===== config.mk =====
export PLATFORM = sky130hd
export DESIGN_NAME = fpu_bus_sequencer
export DESIGN_NICKNAME = d
export VERILOG_FILES = /design/src/rtl/fpu_bus_sequencer.sv
export SDC_FILE = /design/constraint.sdc
export NUM_CORES = 1
export LEC_CHECK = 0
export CAP_MARGIN = 20
export CORE_MARGIN = 8
export CORE_UTILIZATION = 51
export CTS_CLUSTER_DIAMETER = 60
export CTS_CLUSTER_SIZE = 40
export DETAILED_ROUTE_END_ITERATION = 8
export GPL_TIMING_DRIVEN = 1
export PLACE_DENSITY = 0.86
export SYNTH_ARGS = -nofsm -noshare
export SYNTH_HDL_FRONTEND = slang
export SYNTH_SLANG_ARGS = --single-unit

===== constraint.sdc =====
create_clock -name clk -period 18.7 [get_ports clk]
set_input_delay 3.74 -clock clk [delete_from_list [all_inputs] [get_ports clk]]
set_output_delay 3.74 -clock clk [all_outputs]
set_load 0.005 [all_outputs]

===== src/rtl/fpu_bus_sequencer.sv =====
// Host-side master for the byte-wide FPU register interface: arbitrates two
// requesters round-robin and runs the write/start/wait/read/end_ack sequence.
module fpu_bus_sequencer #(
  parameter int TIMEOUT_CYCLES = 4096,
  parameter int RD_WAIT        = 1,
  parameter int OP_W           = 8
) (
  input  logic              clk,
  input  logic              arst_n,
  input  logic [1:0]        req_valid,
  input  logic [63:0]       req_op_a,
  input  logic [63:0]       req_op_b,
  input  logic [2*OP_W-1:0] req_op,
  output logic [1:0]        req_ready,
  output logic              resp_valid,
  input  logic              resp_ready,
  output logic              resp_id,
  output logic [31:0]       resp_result,
  output logic              resp_timeout,
  output logic [3:0]        fpu_addr,
  output logic [7:0]        fpu_data_out,
  input  logic [7:0]        fpu_data_in,
  output logic              fpu_cs_n,
  output logic              fpu_rd_n,
  output logic              fpu_wr_n,
  output logic              fpu_end_ack,
  input  logic              fpu_cmd_end,
  input  logic              fpu_busy
);

  localparam int TW = $clog2(TIMEOUT_CYCLES + 1);
  localparam int PW = $clog2(RD_WAIT + 3);
  localparam logic [TW-1:0] TMO_LAST   = TW'(TIMEOUT_CYCLES - 1);
  localparam logic [PW-1:0] PH_WR_STB  = PW'(1);
  localparam logic [PW-1:0] PH_WR_HOLD = PW'(2);
  localparam logic [PW-1:0] PH_RD_CAP  = PW'(RD_WAIT);
  localparam logic [PW-1:0] PH_RD_REL  = PW'(RD_WAIT + 1);

  typedef enum logic [2:0] {IDLE, WR, WAIT_END, RD, ACK, WAIT_CLR, RESP} state_e;

  state_e          state_q, state_d;
  logic [3:0]      idx_q, idx_d;
  logic [PW-1:0]   ph_q, ph_d;
  logic [TW-1:0]   tmo_q, tmo_d;
  logic            prio_q, prio_d;
  logic            id_q, id_d;
  logic [31:0]     res_q, res_d;
  logic            to_q, to_d;
  logic [1:0]      rdy_q, rdy_d;
  logic [31:0]     a_q, a_d, b_q, b_d;
  logic [OP_W-1:0] op_q, op_d;

  logic            gnt_any;
  logic            gnt_id;
  logic [7:0]      op_byte;
  logic [7:0]      wr_byte;

  // prio_q names the requester that wins when both are valid
  always_comb begin
    gnt_id = req_valid[1];
    if (req_valid == 2'b11) gnt_id = prio_q;
  end

  assign gnt_any = (state_q == IDLE) && (req_valid != 2'b00) && !fpu_busy;
  assign op_byte = 8'(op_q);

  always_comb begin
    state_d = state_q;
    idx_d   = idx_q;
    ph_d    = ph_q;
    tmo_d   = tmo_q;
    prio_d  = prio_q;
    id_d    = id_q;
    res_d   = res_q;
    to_d    = to_q;
    rdy_d   = 2'b00;
    a_d     = a_q;
    b_d     = b_q;
    op_d    = op_q;
    case (state_q)
      IDLE: begin
        if (gnt_any) begin
          rdy_d   = gnt_id ? 2'b10 : 2'b01;
          id_d    = gnt_id;
          a_d     = gnt_id ? req_op_a[63:32] : req_op_a[31:0];
          b_d     = gnt_id ? req_op_b[63:32] : req_op_b[31:0];
          op_d    = gnt_id ? req_op[2*OP_W-1:OP_W] : req_op[OP_W-1:0];
          res_d   = '0;
          to_d    = 1'b0;
          idx_d   = '0;
          ph_d    = '0;
          state_d = WR;
        end
      end
      WR: begin
        if (ph_q == PH_WR_HOLD) begin
          ph_d = '0;
          if (idx_q == 4'd9) begin
            idx_d   = '0;
            tmo_d   = '0;
            state_d = WAIT_END;
          end else begin
            idx_d = idx_q + 4'd1;
          end
        end else begin
          ph_d = ph_q + 1'b1;
        end
      end
      WAIT_END: begin
        if (fpu_cmd_end) begin
          idx_d   = '0;
          ph_d    = '0;
          state_d = RD;
        end else if (tmo_q == TMO_LAST) begin
          to_d    = 1'b1;
          res_d   = '0;
          state_d = RESP;
        end else begin
          tmo_d = tmo_q + 1'b1;
        end
      end
      RD: begin
        if (ph_q == PH_RD_CAP) res_d[{idx_q[1:0], 3'b000} +: 8] = fpu_data_in;
        if (ph_q == PH_RD_REL) begin
          ph_d = '0;
          if (idx_q == 4'd3) begin
            idx_d   = '0;
            state_d = ACK;
          end else begin
            idx_d = idx_q + 4'd1;
          end
        end else begin
          ph_d = ph_q + 1'b1;
        end
      end
      ACK: begin
        tmo_d   = '0;
        state_d = WAIT_CLR;
      end
      WAIT_CLR: begin
        if (!fpu_cmd_end) begin
          state_d = RESP;
        end else if (tmo_q == TMO_LAST) begin
          to_d    = 1'b1;
          state_d = RESP;
        end else begin
          tmo_d = tmo_q + 1'b1;
        end
      end
      RESP: begin
        if (resp_ready) begin
          prio_d  = ~id_q;
          state_d = IDLE;
        end
      end
      default: state_d = IDLE;
    endcase
  end

  always_ff @(posedge clk or negedge arst_n) begin
    if (!arst_n) begin
      state_q <= IDLE;
      idx_q   <= '0;
      ph_q    <= '0;
      tmo_q   <= '0;
      prio_q  <= 1'b0;
      id_q    <= 1'b0;
      res_q   <= '0;
      to_q    <= 1'b0;
      rdy_q   <= 2'b00;
    end else begin
      state_q <= state_d;
      idx_q   <= idx_d;
      ph_q    <= ph_d;
      tmo_q   <= tmo_d;
      prio_q  <= prio_d;
      id_q    <= id_d;
      res_q   <= res_d;
      to_q    <= to_d;
      rdy_q   <= rdy_d;
    end
  end

  // Captured command operands carry no reset: they are only read after a grant
  always_ff @(posedge clk) begin
    a_q  <= a_d;
    b_q  <= b_d;
    op_q <= op_d;
  end

  always_comb begin
    wr_byte = 8'h00;
    if (idx_q < 4'd4)       wr_byte = a_q[{idx_q[1:0], 3'b000} +: 8];
    else if (idx_q < 4'd8)  wr_byte = b_q[{idx_q[1:0], 3'b000} +: 8];
    else if (idx_q == 4'd8) wr_byte = op_byte;
  end

  // Bus strobes decode straight from state so an async reset idles them at once
  always_comb begin
    fpu_cs_n     = 1'b1;
    fpu_rd_n     = 1'b1;
    fpu_wr_n     = 1'b1;
    fpu_addr     = 4'h0;
    fpu_data_out = 8'h00;
    fpu_end_ack  = 1'b0;
    case (state_q)
      WR: begin
        fpu_addr     = idx_q;
        fpu_data_out = wr_byte;
        fpu_cs_n     = (ph_q == PH_WR_HOLD);
        fpu_wr_n     = (ph_q != PH_WR_STB);
      end
      RD: begin
        fpu_addr = 4'd9 + idx_q;
        fpu_cs_n = (ph_q == PH_RD_REL);
        fpu_rd_n = (ph_q == PH_RD_REL);
      end
      ACK, WAIT_CLR: fpu_end_ack = 1'b1;
      default: ;
    endcase
  end

  assign req_ready    = rdy_q;
  assign resp_valid   = (state_q == RESP);
  assign resp_id      = id_q;
  assign resp_result  = res_q;
  assign resp_timeout = to_q;

endmodule


==> results.md, run 1 <==
- Number of global-route vias before repair: 5971
- Reg2reg start: idx_q[1]$_DFFE_PN0P_
- CTS Sinks: about 130
- Met2 usage: between 40% and 50%
- Crit path largest cell delay: around 0.72 ns
- Combinational Power Share: 34.4%
- Peak supply drop: between 0.08 and 0.09 mV
- Diode count: 0
- Bufs on Longest Clock Path: 2
- GRT busiest layer: met2
- Total die area: 17500 µm²
- Pwr/cell area: 121 nW/µm²
- Synth Net Count: about 730
- Final instance area: between 9000 and 10000 µm²
- Final setup violating endpoints: 0
- Slew Viols, Final: 0
- Commonest non-fill, non-tap cell in the layout: clkdlybuf4s50_1
- Tightest Pin Transition: 1.04 ns
- Final Wtd Congestion: about 0.9
- FF-to-FF setup slack: about 16 ns
- Clock power frac: roughly 31%
- DR vias: between 5000 and 6000
- Resize count post-CTS: 0
- DR vias/cell: about 5.7
- CTS Hold Buffers Added: 0
- Starting Density: a little over half
- RR Endpoint: tmo_q[11]$_DFFE_PN0P_
- CTS tree: yes
- Initial DRC Count: approximately 440
- Hold Path Stages: 1
- Drt drc: 0
- Worst Setup EP: fpu_data_out[5]
- Final core occ: between 70 and 80%
- Clock latency on the worst-skew pair: ~0.43 ns
- Post-synth cell types: 66
- CP endpoint kind: primary output
- Placed Area: 9140 µm²
- Synth async-reset ratio: a little under half
- DRT Wirelength: just over 20 mm
- Startpoint class of the critical path: flop
- Grt ovf: 0
- Critical Path RT: approximately 15 ns
- Worst reg2reg path depth: 7
- Post-Syn Area: a little under 7000 µm²
- Worst min path class: flop to flop
- Sequential Power Share: a little over a third
- Area grow syn2layout: 42.0%
- Switching Share: between 30% and 40%
- Sum Neg Setup Slack: 0 ns
- EDFF count, synth: 72
- Root Driver: clkbuf_16
- Synthesized flop and latch total: between 100 and 150
- Sequential area share after synthesis: a little over half
- Setup repair bufs after CTS: 0
- Synth Area per Inst: 12.3 µm²
- Rows: 42
- Pleak: about 3.8 nW
- Fill count: 815
- Setup slack after layout: about 12 ns
- Period utilisation layout: about 38%
- Post-Place Worst Slack: about 12 ns
- Commonest non-fill, non-tap cells in the layout: 210 x clkdlybuf4s50_1, 72 x mux2_2, 72 x edfxtp_1
- Status: completed
- Clk slew on worst S/H paths: 0.06 ns
- Minimum clock period: about 7 ns
- Cell internal pwr: ~0.00080 W
- Core box area: approximately 13000 µm²
- Mapped Cells: 562
- IO buf count: 211
- Clock skew: between 0.008 and 0.009 ns
- RSZ-0062 raised after global routing: no
- H-tree levels: 4
- HPWL Detailed: ~15 mm
- Crit path DAT: around 3.3 ns
- Met1 Use GR: about a quarter
- CP max FO: 21
- Start point of the critical path: idx_q[1]$_DFFE_PN0P_
- Die Y: roughly 130 µm
- Warnings, synthesis: 0
- Net Switching: between 0.0003 and 0.0004 W
- Global-route wire length before repair: approximately 32 mm
- Initial antenna violation count: 0
- Overall die width: 132 µm
- Global Route met3 Usage: ~9.1%
- FMAX: ~140 MHz
- Drt pass-1 iters: 5
- Fraction of layout cells with a size suffix above 1: roughly 18%
- Final Hold Fails: 0
- Nets: 931
- Main synth FF type: edfxtp_1
- GR Util All Layers: 23.8%
- Slowest stage cell, crit path: a2111oi_0
- Clock buffer count from CTS: 17
- Setup CP Type: flop to primary output
- Number of max-cap violations: 0
- Critical-path cell list: inv_1 > ha_1 > nand2_1 > a2111oi_0 > clkdlybuf4s50_1
- Slew HR: 30.1%
- DRT antenna net count: 0
- Drt wl/cell: around 22 µm
- Largest net degree at the start of global routing: 76
- IO Count: 212
[registers in the layout, summed over array words and instances (netlist names)]
name          count
resp_result      32
prio_q            1
resp_timeout      1
req_ready         2
op_byte           8
a_q              32
resp_id           1
tmo_q            13
ph_q              2
state_q           3
idx_q             4
b_q              32
[kinds of logic (layout without fill, tap and decap cells)]
kind of cell / after synthesis / in the layout / share of synthesized area (%)
AOI/OAI and AO/OA: 96 / 96 / 10.2
and+or+nand+nor: 140 / 140 / 10.3
xor gates and xnor gates: 3 / 3 / 0.382
DFF: 131 / 131 / 52.8
muxes: 118 / 118 / 21.4
adders and majority gates: 5 / 5 / 0.908
buffers and inverters: 69 / 287 / 4.09
[Yosys cell counts, types with 11 or more instances]
library cell | n | share of area [%]
mux2i_1 | 30 | 4.4
mux4_2 | 16 | 5.2
a21oi_1 | 18 | 1.3
nand3_1 | 11 | 0.80
clkbuf_1 | 20 | 1.1
mux2_2 | 72 | 12
o21ai_0 | 16 | 1.2
dfrtp_1 | 59 | 21
edfxtp_1 | 72 | 31
nor2_1 | 19 | 1.0
nand2_1 | 61 | 3.3
inv_1 | 36 | 2.0
[through the flow]
stage	std cells	power [W]	hold WS (ns)
3_3_place_gp	924	0.000799	0.486
5_1_grt	956	0.00123	0.525
6_report	956	0.00118	0.506
2_1_floorplan	562	0.000659	0.443
4_1_cts	956	0.00118	0.506
3_5_place_dp	924	0.000814	0.482
[final cells by class]
class	count	area [µm²]	area share, %
flip-flops and latches	131	3640	37.2
multi-input cells	362	2980	30.5
repair buffers	218	2160	22.1
clock buffers	17	425	4.35
well taps	176	220	2.25
clock inverters	15	213	2.18
inverters	37	139	1.42
[layer usage]
| metal | part of all wire, % | wire length, µm |
|---|---|---|
| met5 | 0 | 0 |
| met2 | 52 | 10700 |
| met4 | 3.6 | 758 |
| met1 | 37 | 7630 |
| met3 | 8.0 | 1670 |
[power groups by stage]
stage          Clock, W  Sequential [W]  Combinational (W)
6_report       0.000361        0.000413           0.000407
5_1_grt        0.000373        0.000419           0.000439
4_1_cts        0.000362        0.000411           0.000407
3_5_place_dp          0        0.000415           0.000399
3_3_place_gp          0        0.000412           0.000388
2_1_floorplan         0        0.000390           0.000268
[worst min-delay path by stage]
stage / slack, ns / startpoint / end
floorplan: 0.44 / prio_q$_DFFE_PN0P_ / prio_q$_DFFE_PN0P_
CTS: 0.51 / resp_result[25]$_DFFE_PN0P_ / resp_result[25]$_DFFE_PN0P_
finish: 0.51 / resp_id$_DFFE_PN0P_ / prio_q$_DFFE_PN0P_
global route: 0.53 / resp_result[26]$_DFFE_PN0P_ / resp_result[26]$_DFFE_PN0P_
detailed placement: 0.48 / resp_result[24]$_DFFE_PN0P_ / resp_result[24]$_DFFE_PN0P_
global placement: 0.49 / resp_result[26]$_DFFE_PN0P_ / resp_result[26]$_DFFE_PN0P_
[worst max-delay path, delay by kind of cell, from the launching register on]
family | cells | cell delay [ns]
flip-flops | 1 | 0.69
adder cells (fa/ha/maj) | 1 | 0.46
AND/OR/NAND/NOR | 1 | 0.11
AO/OA/AOI/OAI | 1 | 0.72
buffers and inverters | 2 | 0.90
(Power assumes the default switching activity.)
==> run 2, diff against run 1 <==
--- a/config.mk
+++ b/config.mk
@@ -7,12 +7,12 @@
 export LEC_CHECK = 0
 export CAP_MARGIN = 20
 export CORE_MARGIN = 8
-export CORE_UTILIZATION = 51
+export CORE_UTILIZATION = 47
 export CTS_CLUSTER_DIAMETER = 60
 export CTS_CLUSTER_SIZE = 40
 export DETAILED_ROUTE_END_ITERATION = 8
 export GPL_TIMING_DRIVEN = 1
-export PLACE_DENSITY = 0.86
+export PLACE_DENSITY = 0.8
 export SYNTH_ARGS = -nofsm -noshare
 export SYNTH_HDL_FRONTEND = slang
 export SYNTH_SLANG_ARGS = --single-unit
==> constraint.sdc (replaced) <==
create_clock -name clk -period 7.4 [get_ports clk]
set_input_delay 1.48 -clock clk [delete_from_list [all_inputs] [get_ports clk]]
set_output_delay 1.48 -clock clk [all_outputs]
set_load 0.005 [all_outputs]
==> results.md, run 2 (synthesis results as in run 1) <==
- Slew HR: 31.1% (+0.94 points)
- Post-Place Worst Slack: 3.10 ns (-8.98 ns)
- Overall power: 0.00284 W (+140%)
- Number of max-cap violations: 0 (unchanged)
- Rows: 44 (+4.8%)
- Seq. cell area: 3640 µm² (unchanged)
- Slowest stage cell, crit path: clkdlybuf4s50_1
- Commonest non-fill, non-tap cell in the layout: clkdlybuf4s50_1
- CP max FO: 18 (-14%)
- Fill count: 1060 (+30%)
- CTS tree: yes
- Setup repair bufs after CTS: 0 (unchanged)
- Nets: 931 (unchanged)
- Root Driver: clkbuf_16
- Initial antenna violation count: 1 (+1)
- GR Util All Layers: 21.5% (-2.3 points)
- Largest net degree at the start of global routing: 75 (-1.3%)
- Crit path largest cell delay: 0.69 ns (-0.03 ns)
- Final setup violating endpoints: 0 (unchanged)
- Drt drc: 0 (unchanged)
- Area grow syn2layout: 40.6%
- Starting Density: 47.8% (-4.3 points)
- IO buf count: 211 (unchanged)
- Die Y: 137 µm (+3.7%)
- Clock skew: 0.00652 ns (-0.00187 ns)
- Pleak: 3.71 nW (-1.1%)
- Resize count post-CTS: 0 (unchanged)
- Pwr/cell area: 293 nW/µm² (+140%)
- Number of global-route vias before repair: 5792 (-3.0%)
- Clock latency on the worst-skew pair: 0.42 ns (about the same)
- Minimum clock period: about 4.8 ns
- Overall die width: 137 µm (+3.7%)
- IO Count: 212 (unchanged)
- DRT antenna net count: 0 (unchanged)
- Grt ovf: 0 (unchanged)
- Global-route wire length before repair: 30.2 mm (-6.4%)
- Core box area: 14400 µm² (+8.9%)
- Diode count: 0 (unchanged)
- Drt wl/cell: 20.8 µm (-4.4%)
- Tightest Pin Transition: 1.03 ns (-0.0140 ns)
- Worst min path class: flop to flop
- Drt pass-1 iters: 5 (unchanged)
- Setup slack after layout: 2.63 ns (-9.03 ns)
- CP endpoint kind: primary output
- Multi-input gate area: 2990 µm² (+0.21%)
- Clk slew on worst S/H paths: 0.05 ns (about the same)
- Clock buffer count from CTS: 17 (unchanged)
- Slew Viols, Final: 0 (unchanged)
- DR vias: 5371 (-2.0%)
- Final Hold Fails: 0 (unchanged)
- DRT Wirelength: 20.0 mm (-3.9%)
- Final core occ: 67.2% (-6.7 points)
- RSZ-0062 raised after global routing: no
- H-tree levels: 4 (unchanged)
- Fraction of layout cells with a size suffix above 1: 17.2% (-0.70 points)
- Status: completed
- Critical Path RT: 5.92 ns (-9.04 ns)
- CTS Sinks: 131 (unchanged)
- DR vias/cell: 5.59 (-2.5%)
- Peak supply drop: 0.223 mV (+150%)
- Startpoint class of the critical path: flop
- Setup CP Type: flop to primary output
- Final instance area: 9690 µm² (-0.95%)
- Placed Area: 9160 µm² (+0.18%)
- Sum Neg Setup Slack: 0 ns (unchanged)
- FMAX: roughly 210 MHz
- Initial DRC Count: 447 (+2.5%)
- Crit path DAT: 3.29 ns (about the same)
- HPWL Detailed: 14.7 mm (-0.75%)
- Final Wtd Congestion: 0.867 (-3.7%)
- Period utilisation layout: approximately 64%
- Commonest non-fill, non-tap cells in the layout: 210 x clkdlybuf4s50_1, 72 x mux2_2, 72 x edfxtp_1
- CTS Hold Buffers Added: 0 (unchanged)
- Critical-path cell list: buf_4 > inv_1 > ha_1 > nand2_1 > a2111oi_0 > clkdlybuf4s50_1
- Bufs on Longest Clock Path: 2 (unchanged)
- Total die area: 18800 µm² (+7.5%)
==> run 2: cell count changes in the layout (fill, tap and decap cells not counted), sizes merged <==
cell	change
clkbuf	+4
bufinv	-3
clkinvlp	-3
inv	-1
==> run 2: area by class of cell <==
type	instances	share of cell area, %
multi-input combinational	362	30.9
timing repair buffer	218	22.3
clock buffer	21	4.55
inverter	37	1.43
sequential	131	37.6
clock inverter	8	0.917
tap	184	2.38
==> run 2: worst max-delay path: cells and delay by family (launching register included) <==
family / cells / cell delay, ns
simple gates: 1 / 0.10
fa+ha+maj: 1 / 0.45
flops: 1 / 0.49
buf+inv: 3 / 1.16
compound gates: 1 / 0.66
==> run 2: stage by stage <==
step | std cells | hold WS [ns]
floorplan | 562 | 0.443
global placement | 931 | 0.483
detailed placement | 932 | 0.480
CTS | 961 | 0.488
global route | 961 | 0.515
finish | 961 | 0.484
==> run 2: power breakdown <==
group	switching, W	internal (W)
Sequential	0.000136	0.000913
Clock	0.000287	0.000484
Combinational	0.000503	0.000511
Total	0.000927	0.00191
==> run 2: per-layer routing <==
layer  wire (µm)  global-route usage (%)  vias to the layer above
li1            -                       -                     2510
met1        7280                    22.2                     2553
met2       10100                    36.7                      259
met3        2000                    9.84                       47
met4         609                    9.35                        2
met5          13                       0                        -
==> run 2: final timing paths <==
path	from	to	slack, ns	cells after the start
hold / removal	resp_id$_DFFE_PN0P_	prio_q$_DFFE_PN0P_	0.48	1
setup reg to reg	idx_q[0]$_DFFE_PN0P_	tmo_q[11]$_DFFE_PN0P_	4.42	7
hold reg to reg	resp_id$_DFFE_PN0P_	prio_q$_DFFE_PN0P_	0.48	1
setup / recovery	idx_q[0]$_DFFE_PN0P_	fpu_data_out[0]	2.63	6
max in group asynchronous	arst_n	resp_result[28]$_DFFE_PN0P_	5.67	2
min in group asynchronous	arst_n	tmo_q[6]$_DFFE_PN0P_	1.23	2
==> run 3, diff against run 2 <==
==> constraint.sdc (replaced) <==
create_clock -name clk -period 4.51 [get_ports clk]
set_input_delay 0.902 -clock clk [delete_from_list [all_inputs] [get_ports clk]]
set_output_delay 0.902 -clock clk [all_outputs]
set_load 0.005 [all_outputs]
==> results.md, run 3 (synthesis results as in run 1) <==
- Fill count: 1018 (-4.0%)
- Grt ovf: 0 (unchanged)
- Die Y: 137 µm (unchanged)
- Pwr/cell area: 486 nW/µm² (+66%)
- Fraction of layout cells with a size suffix above 1: 18.4% (+1.1 points)
- Drt wl/cell: 20.4 µm (-1.9%)
- Worst min path class: flop to flop
- Drt pass-1 iters: 5 (unchanged)
- FMAX: about 230 MHz
- Diode count: 0 (unchanged)
- Nets: 934 (+0.32%)
- Crit path DAT: 3.41 ns (+0.12 ns)
- IO Count: 212 (unchanged)
- Sum Neg Setup Slack: 0 ns (unchanged)
- FF-to-FF setup slack: 1.74 ns (-2.68 ns)
- GR Util All Layers: 21.3% (-0.21 points)
- Overall die width: 137 µm (unchanged)
- Critical Path RT: 3.61 ns (-2.31 ns)
- Rows: 44 (unchanged)
- Number of max-cap violations: 0 (unchanged)
- Slew Viols, Final: 0 (unchanged)
- Peak supply drop: 0.329 mV (+47%)
- Root Driver: clkbuf_16
- Slew HR: 29.6% (-1.4 points)
- DR vias/cell: 5.62 (+0.55%)
- DRT antenna net count: 0 (unchanged)
- IO buf count: 211 (unchanged)
- Total die area: 18800 µm² (unchanged)
- Commonest non-fill, non-tap cell in the layout: clkdlybuf4s50_1
- Commonest non-fill, non-tap cells in the layout: 210 x clkdlybuf4s50_1, 72 x mux2_2, 72 x edfxtp_1
- Core box area: 14400 µm² (unchanged)
- Period utilisation layout: a little over nine tenths
- Clock latency on the worst-skew pair: 0.41 ns (about the same)
- H-tree levels: 4 (unchanged)
- Initial DRC Count: 527 (+18%)
- Overall power: 0.00475 W (+67%)
- Clock skew: 0.00935 ns (+0.00283 ns)
- CTS tree: yes
- CTS Sinks: 131 (unchanged)
- Final Hold Fails: 0 (unchanged)
- Area grow syn2layout: 41.7%
- Final setup violating endpoints: 0 (unchanged)
- Bufs on Longest Clock Path: 2 (unchanged)
- Initial antenna violation count: 1 (unchanged)
- Setup CP Type: flop to primary output
- Pleak: 3.74 nW (+0.84%)
- Global-route wire length before repair: 30.4 mm (+0.66%)
- Setup repair bufs after CTS: 0 (unchanged)
- Drt drc: 0 (unchanged)
- Starting Density: 47.8% (unchanged)
- Resize count post-CTS: 0 (unchanged)
- HPWL Detailed: 14.9 mm (+0.98%)
- Status: completed
- Startpoint class of the critical path: flop
- RSZ-0062 raised after global routing: no
- DRT Wirelength: 19.7 mm (-1.2%)
- Final Wtd Congestion: 0.878 (+1.2%)
- DR vias: 5434 (+1.2%)
- CP max FO: 13 (-5)
- Tightest Pin Transition: 1.05 ns (+0.0210 ns)
- Clock buffer count from CTS: 17 (unchanged)
- CTS Hold Buffers Added: 0 (unchanged)
- Number of global-route vias before repair: 5853 (+1.1%)
- CP endpoint kind: primary output
- Largest net degree at the start of global routing: 76 (+1.3%)
- Minimum clock period: ~4.3 ns
- Clk slew on worst S/H paths: 0.06 ns (about the same)
## run 3: cell count changes in the layout (fill, tap and decap cells not counted), sizes merged
cell      previous run  this run
inv                 36        41
clkbuf              21        18
clkinvlp             1         4
buf                  8        11
clkinv               6         4
## run 3: metrics by stage
step / area [µm²] / cells / hold slack [ns] / setup WS, ns / utilization (%)
final: 9760 / 967 / 0.504 / 0.201 / 67.7
after global routing: 9760 / 967 / 0.513 / 0.00863 / 67.7
after CTS: 9760 / 967 / 0.507 / 0.139 / 67.7
after detailed placement: 9180 / 935 / 0.487 / 0.794 / 63.6
after global placement: 9170 / 934 / 0.485 / 0.936 / 63.6
after floorplan: 6900 / 562 / 0.443 / 0.897 / -
## run 3: area by class of cell
cell class / count / area, µm² / share of cell area, %
flip-flops and latches: 131 / 3640 / 37.3
multi-input cells: 362 / 2990 / 30.6
repair buffers: 221 / 2180 / 22.4
clock buffers: 18 / 429 / 4.40
well taps: 184 / 230 / 2.36
clock inverters: 14 / 153 / 1.56
inverters: 37 / 139 / 1.42
## run 3: where the power goes
part	leakage, nW	internal (W)	switching (W)
Clock	0.271	0.000820	0.000530
Sequential	1.44	0.00150	0.000182
Combinational	2.03	0.000850	0.000867
Total	3.74	0.00317	0.00158
## run 3: worst paths after layout
kind / startpoint / to / depth (start not counted)
hold / removal: resp_result[28]$_DFFE_PN0P_ / resp_result[28]$_DFFE_PN0P_ / 1
setup / recovery: idx_q[0]$_DFFE_PN0P_ / fpu_data_out[7] / 5
hold reg to reg: resp_result[28]$_DFFE_PN0P_ / resp_result[28]$_DFFE_PN0P_ / 1
min in group asynchronous: arst_n / tmo_q[4]$_DFFE_PN0P_ / 1
max in group asynchronous: arst_n / tmo_q[8]$_DFFE_PN0P_ / 2
setup reg to reg: idx_q[0]$_DFFE_PN0P_ / tmo_q[11]$_DFFE_PN0P_ / 6
## run 3: layer usage
metal / wire, µm / GRT usage, % / vias up
li1: - / - / 2522
met1: 7220 / 22.8 / 2605
met2: 10200 / 37.0 / 267
met3: 1800 / 7.64 / 38
met4: 521 / 9.17 / 2
met5: 13 / 0 / -
## run 3: critical path, cell delays in order, from the launching register on
cell	delay, ns
dfrtp_1	0.56
inv_1	0.25
ha_1	0.46
nand2_1	0.14
a2111oi_0	0.91
clkdlybuf4s50_1	0.67
